## config.mk

```make
export PLATFORM = sky130hd
export DESIGN_NAME = vedic16_seq_ctrl
export DESIGN_NICKNAME = d
export VERILOG_FILES = /design/src/rtl/vedic_pkg.sv /design/src/rtl/vedic4.sv /design/src/rtl/vedic8.sv /design/src/rtl/vedic16_seq_ctrl.sv
export SDC_FILE = /design/constraint.sdc
export NUM_CORES = 1
export LEC_CHECK = 0
export BUFFER_PORTS_ARGS = -buffer_cell sky130_fd_sc_hd__buf_2
export CAP_MARGIN = 20
export CORE_MARGIN = 4
export CORE_UTILIZATION = 35
export DETAILED_ROUTE_END_ITERATION = 10
export PLACE_DENSITY = 0.62
export SKIP_CTS_REPAIR_TIMING = 1
export SLEW_MARGIN = 5
export SYNTH_ARGS = -nofsm -noshare
export SYNTH_HDL_FRONTEND = slang
export SYNTH_SLANG_ARGS = --single-unit
```

## constraint.sdc

```tcl
create_clock -name clk -period 11.1 [get_ports clk]
set_clock_uncertainty 0.05 [all_clocks]
set_input_delay 3.33 -clock clk [delete_from_list [all_inputs] [get_ports clk]]
set_output_delay 3.33 -clock clk [all_outputs]
set_load 0.02 [all_outputs]
```

## src/rtl/vedic_pkg.sv

```systemverilog
// Shared types and step helpers for the sequential vedic multiplier.
package vedic_pkg;

  typedef enum logic [1:0] {
    IDLE = 2'd0,
    MUL  = 2'd1,
    DONE = 2'd2
  } state_t;

  localparam int NUM_STEPS = 4;
  localparam int STEP_W    = 2;

  // Step encoding: bit0 picks the high half of a, bit1 the high half of b.
  // s=0 aL*bL, s=1 aH*bL, s=2 aL*bH, s=3 aH*bH.
  function automatic logic step_a_hi(input logic [STEP_W-1:0] s);
    return s[0];
  endfunction

  function automatic logic step_b_hi(input logic [STEP_W-1:0] s);
    return s[1];
  endfunction

  // Weight of each partial product: 0, W, W, 2W.
  function automatic int unsigned step_shift(input logic [STEP_W-1:0] s,
                                             input int unsigned core_w);
    return (32'(s[0]) + 32'(s[1])) * core_w;
  endfunction

endpackage

```

## src/rtl/vedic4.sv

```systemverilog
// 4x4 unsigned vedic core: four 2x2 crosswise products summed by weight.
module vedic4 (
  input  logic [3:0] a,
  input  logic [3:0] b,
  output logic [7:0] p
);
  logic [3:0] pp_ll, pp_hl, pp_lh, pp_hh;

  // Vertical and crosswise 2x2 products, then weighted sum.
  always_comb begin
    pp_ll = {2'b0, a[1:0]} * {2'b0, b[1:0]};
    pp_hl = {2'b0, a[3:2]} * {2'b0, b[1:0]};
    pp_lh = {2'b0, a[1:0]} * {2'b0, b[3:2]};
    pp_hh = {2'b0, a[3:2]} * {2'b0, b[3:2]};
    p = {4'b0, pp_ll} + {2'b0, pp_hl, 2'b0} + {2'b0, pp_lh, 2'b0} + {pp_hh, 4'b0};
  end
endmodule

```

## src/rtl/vedic8.sv

```systemverilog
// 8x8 unsigned vedic core built from four vedic4 blocks.
module vedic8 (
  input  logic [7:0]  a,
  input  logic [7:0]  b,
  output logic [15:0] p
);
  logic [7:0] q_ll, q_hl, q_lh, q_hh;

  vedic4 u_ll (.a(a[3:0]), .b(b[3:0]), .p(q_ll));
  vedic4 u_hl (.a(a[7:4]), .b(b[3:0]), .p(q_hl));
  vedic4 u_lh (.a(a[3:0]), .b(b[7:4]), .p(q_lh));
  vedic4 u_hh (.a(a[7:4]), .b(b[7:4]), .p(q_hh));

  // Weighted sum of the four 4x4 partial products.
  always_comb begin
    p = {8'b0, q_ll} + {4'b0, q_hl, 4'b0} + {4'b0, q_lh, 4'b0} + {q_hh, 8'b0};
  end
endmodule

```

## src/rtl/vedic16_seq_ctrl.sv

```systemverilog
// Low-area 2W x 2W multiplier: one shared vedic core, four partial
// products accumulated over four cycles, valid/ready on both sides.
module vedic16_seq_ctrl
  import vedic_pkg::*;
#(
  parameter int CORE_W = 8
) (
  input  logic                  clk,
  input  logic                  rst,
  input  logic                  in_valid,
  output logic                  in_ready,
  input  logic [2*CORE_W-1:0]   a,
  input  logic [2*CORE_W-1:0]   b,
  output logic                  out_valid,
  input  logic                  out_ready,
  output logic [4*CORE_W-1:0]   p,
  output logic                  busy
);
  localparam int OP_W = 2 * CORE_W;
  localparam int P_W  = 4 * CORE_W;
  localparam int SH_W = $clog2(P_W);
  localparam logic [STEP_W-1:0] LAST_STEP = STEP_W'(NUM_STEPS - 1);

  state_t              state_q, state_d;
  logic [STEP_W-1:0]   s_q, s_d;
  logic [P_W-1:0]      acc_q, acc_d;
  logic [OP_W-1:0]     a_q, a_d, b_q, b_d;

  logic [CORE_W-1:0]   core_a, core_b;
  logic [OP_W-1:0]     core_p;
  logic [P_W-1:0]      core_ext;
  logic [SH_W-1:0]     sh;

  // Operand halves come only from the captured copies, so input changes
  // after acceptance cannot disturb a running product.
  always_comb begin
    core_a = step_a_hi(s_q) ? a_q[OP_W-1:CORE_W] : a_q[CORE_W-1:0];
    core_b = step_b_hi(s_q) ? b_q[OP_W-1:CORE_W] : b_q[CORE_W-1:0];
  end

  generate
    if (CORE_W == 8) begin : g_core8
      vedic8 u_core (.a(core_a), .b(core_b), .p(core_p));
    end else if (CORE_W == 4) begin : g_core4
      vedic4 u_core (.a(core_a), .b(core_b), .p(core_p));
    end else begin : g_core_bad
      $error("vedic16_seq_ctrl: CORE_W must be 4 or 8");
    end
  endgenerate

  // State, step counter, accumulator and captured operands.
  always_ff @(posedge clk) begin
    if (rst) begin
      state_q <= IDLE;
      s_q     <= '0;
      acc_q   <= '0;
      a_q     <= '0;
      b_q     <= '0;
    end else begin
      state_q <= state_d;
      s_q     <= s_d;
      acc_q   <= acc_d;
      a_q     <= a_d;
      b_q     <= b_d;
    end
  end

  // Next state and datapath: capture on accept, one partial product per MUL cycle.
  always_comb begin
    state_d  = state_q;
    s_d      = s_q;
    acc_d    = acc_q;
    a_d      = a_q;
    b_d      = b_q;
    sh       = SH_W'(step_shift(s_q, CORE_W));
    core_ext = {{(P_W-OP_W){1'b0}}, core_p};
    case (state_q)
      IDLE: begin
        if (in_valid && in_ready) begin
          a_d     = a;
          b_d     = b;
          acc_d   = '0;
          s_d     = '0;
          state_d = MUL;
        end
      end
      MUL: begin
        // Full product fits in P_W bits, so the carry-out is dropped.
        acc_d = acc_q + (core_ext << sh);
        s_d   = s_q + 1'b1;
        if (s_q == LAST_STEP) state_d = DONE;
      end
      DONE: begin
        if (out_ready) state_d = IDLE;
      end
      default: state_d = IDLE;
    endcase
  end

  // Outputs decode registered state; in_ready is also held low during reset.
  always_comb begin
    in_ready  = (state_q == IDLE) && !rst;
    out_valid = (state_q == DONE);
    busy      = (state_q != IDLE);
    p         = acc_q;
  end

endmodule
```

==> results.md, run 1 <==
* Outcome: finished, final reports clean
* Residual DRC at 0
* Share of cells above drive strength 1 at 0.1203
* Initial antenna violation count at 0
* Critical path required time at 11.29 ns
* Top cells by area, synth: dfxtp_1, ha_1, fa_1
* H-tree levels at 3
* Routing usage on met1 at 0.2062
* GRT Util Overall at 0.1567
* Core area at 19,590 sq um
* Number of enable flip-flop cells after synthesis at 0
* Synth cell count leaders: ha_1, nand2_1, nor2_1, inv_1, dfxtp_1
* Vias per Instance at 5.149
* CTS buffer count at 9
* Die Y at 149.7 um
* Max Buffers Root-to-Sink at 2
* Nets at 1,103
* TritonRoute pass-1 iters at 5
* Post-DRT Antenna Nets at 0
* Synthesized Nets at 1,045
* VDD IR max at 0.07159 mV
* Cell area after layout at 7976 sq um
* Worst-Skew Late Latency at 0.35 ns
* Detailed placer's ending HPWL at 13,820 um
* Setup TNS at 0 ns
* Largest net degree at the start of global routing at 55
* Clk root buf: clkbuf_16
* Place WS at 1.695 ns
* Core Rows at 51
* Initial Utilization at 0.3588
* Yosys warning total at 0
* Final hold vios at 0
* Fin crit period at 9.397 ns
* Fillers at 2,041
* Synth-to-Final Area Change at 13.49%
* Die Area at 22,410 sq um
* Top-area cell type share of the netlist area at 0.1937
* CTS tree: built
* Met3 Usage GRT at 0.03028
* CP Launch Type: register
* Worst slew pin tran at 0.9255 ns
* Max-slew violation count at 0
* CTS clk-pin slew, worst paths at 0.06 ns
* Clock Sinks at 68
* RePlAce Congestion at 0.8792
* Detailed-route wire length at 17,380 um
* Slew headroom at 0.3654
* # IOs at 71
* M2 GR Usage at 0.2638
* Worst Path Arrival at 9.58 ns
* Register area share after synthesis at 0.1937
* Critical path type: reg2reg
* Final cycle utilization of the critical path at 0.8466
* Syn Inst Count at 876
* Post-layout util at 0.4072
* Fmax at 106.4 MHz
* Placed cell area at 7645 sq um
* LEAKAGE at 4.135 nW
* GR peak layer: met2
* Power Density at 90.17 nW/um^2
* First-pass GRT wire length at 28,880 um
* Diode count at 0
* Top FF cell, synth: dfxtp_1
* Yosys cell types at 56
* Port-buffer cells at 70
* Violation count after the first detailed-route iteration at 287
* Worst setup margin at 1.703 ns
* Syn Area/Cell at 8.023 sq um
* Yosys top cell by area: dfxtp_1
* Chip Width at 149.7 um
* Total congestion overflow at 0
* CP dominant cell by count: ha_1
* Wire length per cell at 14.43 um
* CP max FO at 11
* RSZ-0062 raised after global routing: no
* CP max stage delay at 0.78 ns
* Max Cap Viol at 0
* Number of global-route vias before repair at 6,040
* Hold Path Class: reg2reg
* Via count at 6,199
* Final setup vio count at 0
* Seq cells post-synth at 68
* Slowest CP cell: mux2i_1
* CP Capture Type: register
* Mapped cell area at 7028 sq um
* Ys async rst share at 0
[report_power, final]
part	leakage [nW]	switching (mW)	internal, mW
Sequential	0.554	0.00969	0.256
Combinational	3.44	0.0993	0.0600
Clock	0.138	0.114	0.180
Total	4.14	0.223	0.497
[cell families after synthesis]
family / after synthesis / share of synthesized area
flops: 68 / 0.1937
fa+ha+maj: 133 / 0.2699
mux: 22 / 0.03133
compound gates: 166 / 0.1675
xor+xnor: 49 / 0.06106
buf+inv: 117 / 0.06284
simple gates: 321 / 0.2136
[area by class of cell]
cell class,count,area (sq um),share of cell area
clock buffers,11,242.7,0.03043
clock inverters,5,61.31,0.007686
inverters,87,326.6,0.04094
multi-input cells,691,5230,0.6557
flip-flops and latches,68,1361,0.1707
well taps,265,331.6,0.04157
repair buffers,77,422.9,0.05302
[state kept, by name, summed over array words and instances, names as in the netlist]
signal / cells
p: 32
state_q: 2
s_q: 2
b_q: 16
a_q: 16
[through the flow]
step                      hold WS (ns)  power [mW]  cells
after floorplan                 0.3988      0.3827    876
after global placement          0.4137      0.4275   1187
after detailed placement        0.4149      0.4288   1187
after CTS                       0.4288      0.7254   1203
after global routing            0.4465      0.7566   1204
final                           0.4253      0.7192   1204
[per-layer routing]
metal,part of all wire,wire (um)
met4,0.016,285
met5,0,0
met2,0.46,8073
met1,0.46,8058
met3,0.055,957
[worst max-delay path, delay by kind of cell (launching register included)]
kind,cells,cell delay (ns)
compound gates,8,1.74
xor+xnor,2,0.36
fa+ha+maj,10,3.31
buf+inv,5,0.31
flops,1,0.69
mux,1,0.78
simple gates,12,2.02
[worst paths after layout]
path	from	endpoint	slack, ns	cells after the start
max	s_q[0]$_SDFFE_PP0P_	p[31]$_SDFFE_PP0P_	1.70	38
min	a_q[10]$_SDFFE_PP0P_	a_q[10]$_SDFFE_PP0P_	0.43	2
max reg2reg	s_q[0]$_SDFFE_PP0P_	p[31]$_SDFFE_PP0P_	1.70	38
min reg2reg	a_q[10]$_SDFFE_PP0P_	a_q[10]$_SDFFE_PP0P_	0.43	2
[placed cells by master, fill, tap and decap left out, types with 3 or more instances in the layout]
cell type and count:
xnor2_1 33, a22o_1 21, nand3b_1 35, nor3_1 11, buf_2 70, nand3_1 24
o211ai_1 5, o21ai_0 14, dfxtp_1 68, or3_1 6, nand2_1 102, buf_4 6
a21o_1 23, and2_1 13, clkbuf_16 9, ha_1 102, o21a_1 4, o22ai_1 3
mux2i_1 22, nand4_1 3, or2_2 10, nor2_1 101, fa_1 31, and3_1 3
xor2_1 16, inv_1 87, nor2b_1 6, a211oi_1 5, o21bai_1 7, a21oi_1 56
o21ai_1 3, clkinvlp_4 3
No activity file was read; power rests on OpenSTA's default activity.
==> inputs of run 2 (changes only) <==
clock period = 9 ns   (was 11.1 ns; I/O delays follow)
==> results.md, run 2 (synthesized netlist as in run 1, its figures left out) <==
* Core Rows at 51 (unchanged)
* Detailed-route wire length at 17,550 um (+0.98%)
* Fmax at 118.2 MHz (+11%)
* Slew headroom at 0.4204 (+0.05504)
* Sw power at 0.2817 mW (+27%)
* Initial Utilization at 0.3588 (unchanged)
* Reg2reg setup slack at 0.54 ns (-1.16 ns)
* Int Pwr at 0.6226 mW (+25%)
* VDD IR max at 0.09218 mV (+29%)
* Sequential Power Share at 0.362 (-0.008)
* GRT Util Overall at 0.1580 (+0.001263)
* Port-buffer cells at 70 (unchanged)
* Max Buffers Root-to-Sink at 2 (unchanged)
* Fillers at 2,024 (-0.83%)
* H-tree levels at 3 (unchanged)
* Max reg flops at 32 (unchanged)
* Final cycle utilization of the critical path at 0.9398 (+0.09316)
* Wire length per cell at 14.36 um (-0.51%)
* Violation count after the first detailed-route iteration at 312 (+8.7%)
* CP Launch Type: register
* Power Density at 111.2 nW/um^2 (+23%)
* Final hold vios at 0 (unchanged)
* CP max FO at 7 (-4)
* Critical path type: reg2reg
* RePlAce Congestion at 0.9196 (+4.6%)
* Final setup vio count at 0 (unchanged)
* Hold Path Class: reg2reg
* CP dominant cell by count: ha_1
* Setup TNS at 0 ns (unchanged)
* Combinational Power Share at 0.229 (+0.008)
* Power share of the clock group at 0.409 (about the same)
* Core area at 19,590 sq um (unchanged)
* CP max stage delay at 0.54 ns (-0.24 ns)
* Vias per Instance at 5.012 (-2.6%)
* Outcome: finished, final reports clean
* CTS clk-pin slew, worst paths at 0.06 ns (about the same)
* Detailed placer's ending HPWL at 14,030 um (+1.5%)
* Fin crit period at 8.458 ns (-0.9394 ns)
* Placed cell count at 1,205 (+1.5%)
* RSZ-0062 raised after global routing: no
* Slowest CP cell: fa_1
* Worst slew pin tran at 0.8694 ns (-0.05609 ns)
* Share of cells above drive strength 1 at 0.1463 (+0.02595)
* Clk root buf: clkbuf_16
* Chip Width at 149.7 um (unchanged)
* Post-DRT Antenna Nets at 0 (unchanged)
* Synth-to-Final Area Change at 15.70%
* # IOs at 71 (unchanged)
* Commonest non-fill, non-tap cell in the layout: nand2_1
* TritonRoute pass-1 iters at 5 (unchanged)
* LEAKAGE at 4.217 nW (+2.0%)
* Critical path required time at 9.19 ns (-2.10 ns)
* Diode count at 0 (unchanged)
* Die Y at 149.7 um (unchanged)
* Worst-Skew Late Latency at 0.35 ns (about the same)
* CP Capture Type: register
* Largest net degree at the start of global routing at 55 (unchanged)
* Die Area at 22,410 sq um (unchanged)
* Max Cap Viol at 0 (unchanged)
* Switching Fraction at 0.3115 (+0.002055)
* Initial antenna violation count at 0 (unchanged)
* Number of global-route vias before repair at 6,026 (-0.23%)
* Layout Cells excl Fill at 1,222 (+1.5%)
* Most frequent cells in the layout: nand2_1, nor2_1, ha_1
* Max-slew violation count at 0 (unchanged)
* Residual DRC at 0 (unchanged)
* Via count at 6,125 (-1.2%)
* Clock Sinks at 68 (unchanged)
* Total congestion overflow at 0 (unchanged)
* Worst Path Arrival at 8.65 ns (-0.93 ns)
* CTS buffer count at 9 (unchanged)
* CTS tree: built
* Nets at 1,121 (+1.6%)
* First-pass GRT wire length at 28,860 um (about the same)
* Post-layout util at 0.4151 (+0.007920)
* Total Power at 0.9043 mW (+26%)
[run 2: cell types whose count changed in the layout (fill, tap and decap cells not counted), sizes merged]
cell and change:
clkinvlp -1, buf +18, clkbuf -1, inv +2
[run 2: power by group through the flow]
stage	sequential (mW)	clock [mW]	combinational (mW)
global placement	0.334	0	0.202
detailed placement	0.334	0	0.204
floorplan	0.334	0	0.138
CTS	0.327	0.377	0.206
finish	0.328	0.370	0.207
global route	0.329	0.391	0.232
[run 2: final cells by class]
cell class              count  area, sq um  share of cell area
clock buffers              10        239.0             0.02939
inverters                  87        326.6             0.04016
multi-input cells         691         5254              0.6461
clock inverters             6        71.32            0.008771
repair buffers             95        545.5             0.06709
flip-flops and latches     68         1364              0.1677
well taps                 265        331.6             0.04078
[run 2: per-layer routing]
| metal | GRT usage | vias up | wire [um] |
|---|---|---|---|
| met1 | 0.2078 | 2813 | 8207 |
| met3 | 0.03119 | 25 | 869 |
| met4 | 0.03888 | 0 | 230 |
| li1 | - | 3148 | - |
| met5 | 0 | - | 0 |
| met2 | 0.2670 | 139 | 8237 |
[run 2: worst paths after layout]
path / startpoint / end / depth (start not counted)
setup reg to reg: s_q[1]$_SDFFE_PP0P_ / p[30]$_SDFFE_PP0P_ / 38
setup / recovery: s_q[1]$_SDFFE_PP0P_ / p[30]$_SDFFE_PP0P_ / 38
hold reg to reg: a_q[4]$_SDFFE_PP0P_ / a_q[4]$_SDFFE_PP0P_ / 2
hold / removal: a_q[4]$_SDFFE_PP0P_ / a_q[4]$_SDFFE_PP0P_ / 2
[run 2: stage by stage]
| stage | area, sq um | hold slack, ns | worst slack [ns] |
|---|---|---|---|
| 3_5_place_dp | 7780 | 0.4145 | 0.3326 |
| 4_1_cts | 8090 | 0.4270 | 0.3242 |
| 5_1_grt | 8132 | 0.4413 | 0.01386 |
| 3_3_place_gp | 7780 | 0.4119 | 0.4554 |
| 6_report | 8132 | 0.4260 | 0.5422 |
| 2_1_floorplan | 7028 | 0.3988 | 0.4308 |
[run 2: worst max-delay path, delay by kind of cell, from the launching register on]
kind / cells / cell delay (ns)
mux: 1 / 0.28
flops: 1 / 0.45
buf+inv: 5 / 0.31
simple gates: 7 / 1.02
xor+xnor: 3 / 0.44
compound gates: 12 / 2.57
fa+ha+maj: 10 / 3.22
==> inputs of run 3 (changes only) <==
CTS_BUF_LIST = sky130_fd_sc_hd__clkbuf_4 sky130_fd_sc_hd__clkbuf_8   (was default)
==> results.md, run 3 (synthesized netlist as in run 1, its figures left out) <==
* Largest net degree at the start of global routing at 55 (unchanged)
* Total congestion overflow at 0 (unchanged)
* Max reg flops at 32 (unchanged)
* CTS buffer count at 9 (unchanged)
* Detailed-route wire length at 17,510 um (-0.23%)
* Worst-Skew Late Latency at 0.38 ns (+0.03 ns)
* Combinational Power Share at 0.256 (+0.027)
* Initial Utilization at 0.3588 (unchanged)
* Cell area after layout at 8019 sq um (-1.4%)
* CTS tree: built
* CP Launch Type: register
* Worst slew pin tran at 0.8822 ns (+0.01275 ns)
* Power Density at 100.4 nW/um^2 (-9.7%)
* Place WS at 0.3326 ns (unchanged)
* RSZ-0062 raised after global routing: no
* H-tree levels at 3 (unchanged)
* CP Capture Type: register
* Nets at 1,121 (unchanged)
* Port-buffer cells at 70 (unchanged)
* Detailed placer's ending HPWL at 14,030 um (unchanged)
* RePlAce Congestion at 0.9196 (unchanged)
* Final hold vios at 0 (unchanged)
* Chip Width at 149.7 um (unchanged)
* Synth-to-Final Area Change at 14.10%
* Initial antenna violation count at 0 (unchanged)
* Clock Sinks at 68 (unchanged)
* CP max stage delay at 0.54 ns (about the same)
* Share of cells above drive strength 1 at 0.1432 (-0.003135)
* Worst setup margin at 0.5139 ns (-0.02838 ns)
* Power share of the clock group at 0.338 (-0.071)
* Core area at 19,590 sq um (unchanged)
* Int Pwr at 0.5349 mW (-14%)
* Critical path required time at 9.23 ns (+0.04 ns)
* Post-DRT Antenna Nets at 0 (unchanged)
* Final setup vio count at 0 (unchanged)
* Sw power at 0.2704 mW (-4.0%)
* Most frequent cells in the layout: nand2_1, ha_1, nor2_1
* Number of global-route vias before repair at 6,003 (-0.38%)
* CP max FO at 7 (unchanged)
* Diode count at 0 (unchanged)
* Slowest CP cell: fa_1
* Fin crit period at 8.486 ns (+0.02838 ns)
* Placed cell area at 7780 sq um (unchanged)
* First-pass GRT wire length at 28,790 um (-0.24%)
* Via count at 6,101 (-0.39%)
* # IOs at 71 (unchanged)
* Max-slew violation count at 0 (unchanged)
* Die Area at 22,410 sq um (unchanged)
* Final cycle utilization of the critical path at 0.9429 (+0.003153)
* Die Y at 149.7 um (unchanged)
* Switching Fraction at 0.3358 (+0.02422)
* Max Buffers Root-to-Sink at 2 (unchanged)
* Wire length per cell at 14.32 um (-0.23%)
* LEAKAGE at 4.171 nW (-1.1%)
* Sequential Power Share at 0.406 (+0.044)
* Fmax at 117.8 MHz (-0.33%)
* Critical path type: reg2reg
* Residual DRC at 0 (unchanged)
* Max Cap Viol at 0 (unchanged)
* Outcome: finished, final reports clean
* Violation count after the first detailed-route iteration at 273 (-13%)
* Hold Path Class: reg2reg
* Worst Path Arrival at 8.71 ns (+0.06 ns)
* CP dominant cell by count: ha_1
* CTS clk-pin slew, worst paths at 0.08 ns (+0.02 ns)
* Vias per Instance at 4.993 (-0.39%)
* Clk root buf: clkbuf_8
* Slew headroom at 0.4119 (-0.008498)
* VDD IR max at 0.07174 mV (-22%)
* TritonRoute pass-1 iters at 4 (-1)
* Setup TNS at 0 ns (unchanged)
* Fillers at 2,039 (+0.74%)
* Core Rows at 51 (unchanged)
* GRT Util Overall at 0.1581 (about the same)
[run 3: per-layer routing]
metal  GRT usage  share of wire
met5           0              0
met1      0.2071           0.47
met2      0.2640           0.47
met4     0.04529          0.016
met3     0.03271          0.046
[run 3: metrics by stage]
step / hold WS [ns] / power (mW) / utilization / instances
detailed placement: 0.4145 / 0.5381 / 0.3971 / 1205
global route: 0.4453 / 0.8539 / 0.4093 / 1222
finish: 0.4284 / 0.8053 / 0.4093 / 1222
global placement: 0.4119 / 0.5363 / 0.3971 / 1205
floorplan: 0.3988 / 0.4720 / - / 876
CTS: 0.4305 / 0.8151 / 0.4078 / 1221
[run 3: worst max-delay path: cells and delay by family (launching register included)]
kind,cells,cell delay (ns)
compound gates,12,2.59
xor+xnor,3,0.45
fa+ha+maj,10,3.22
buf+inv,5,0.31
flops,1,0.45
mux,1,0.28
simple gates,7,1.01
[run 3: cell type report]
type                       instances  area, sq um  area share
sequential                        68         1364      0.1701
inverter                          87        326.6     0.04072
clock buffer                      10        137.6     0.01716
multi-input combinational        691         5243      0.6538
tap                              265        331.6     0.04135
timing repair buffer              95        545.5     0.06803
clock inverter                     6        71.32    0.008894
[run 3: worst paths after layout]
kind                             start                    to  slack, ns  cells past startpoint
setup reg to reg   s_q[1]$_SDFFE_PP0P_    p[30]$_SDFFE_PP0P_       0.51                     38
setup / recovery   s_q[1]$_SDFFE_PP0P_    p[30]$_SDFFE_PP0P_       0.51                     38
hold / removal    b_q[10]$_SDFFE_PP0P_  b_q[10]$_SDFFE_PP0P_       0.43                      2
hold reg to reg   b_q[10]$_SDFFE_PP0P_  b_q[10]$_SDFFE_PP0P_       0.43                      2
[run 3: power by group through the flow]
| stage | clock network, mW | registers, mW | logic (mW) |
|---|---|---|---|
| global placement | 0 | 0.334 | 0.202 |
| finish | 0.272 | 0.327 | 0.206 |
| floorplan | 0 | 0.334 | 0.138 |
| CTS | 0.282 | 0.327 | 0.206 |
| detailed placement | 0 | 0.334 | 0.204 |
| global route | 0.293 | 0.329 | 0.232 |
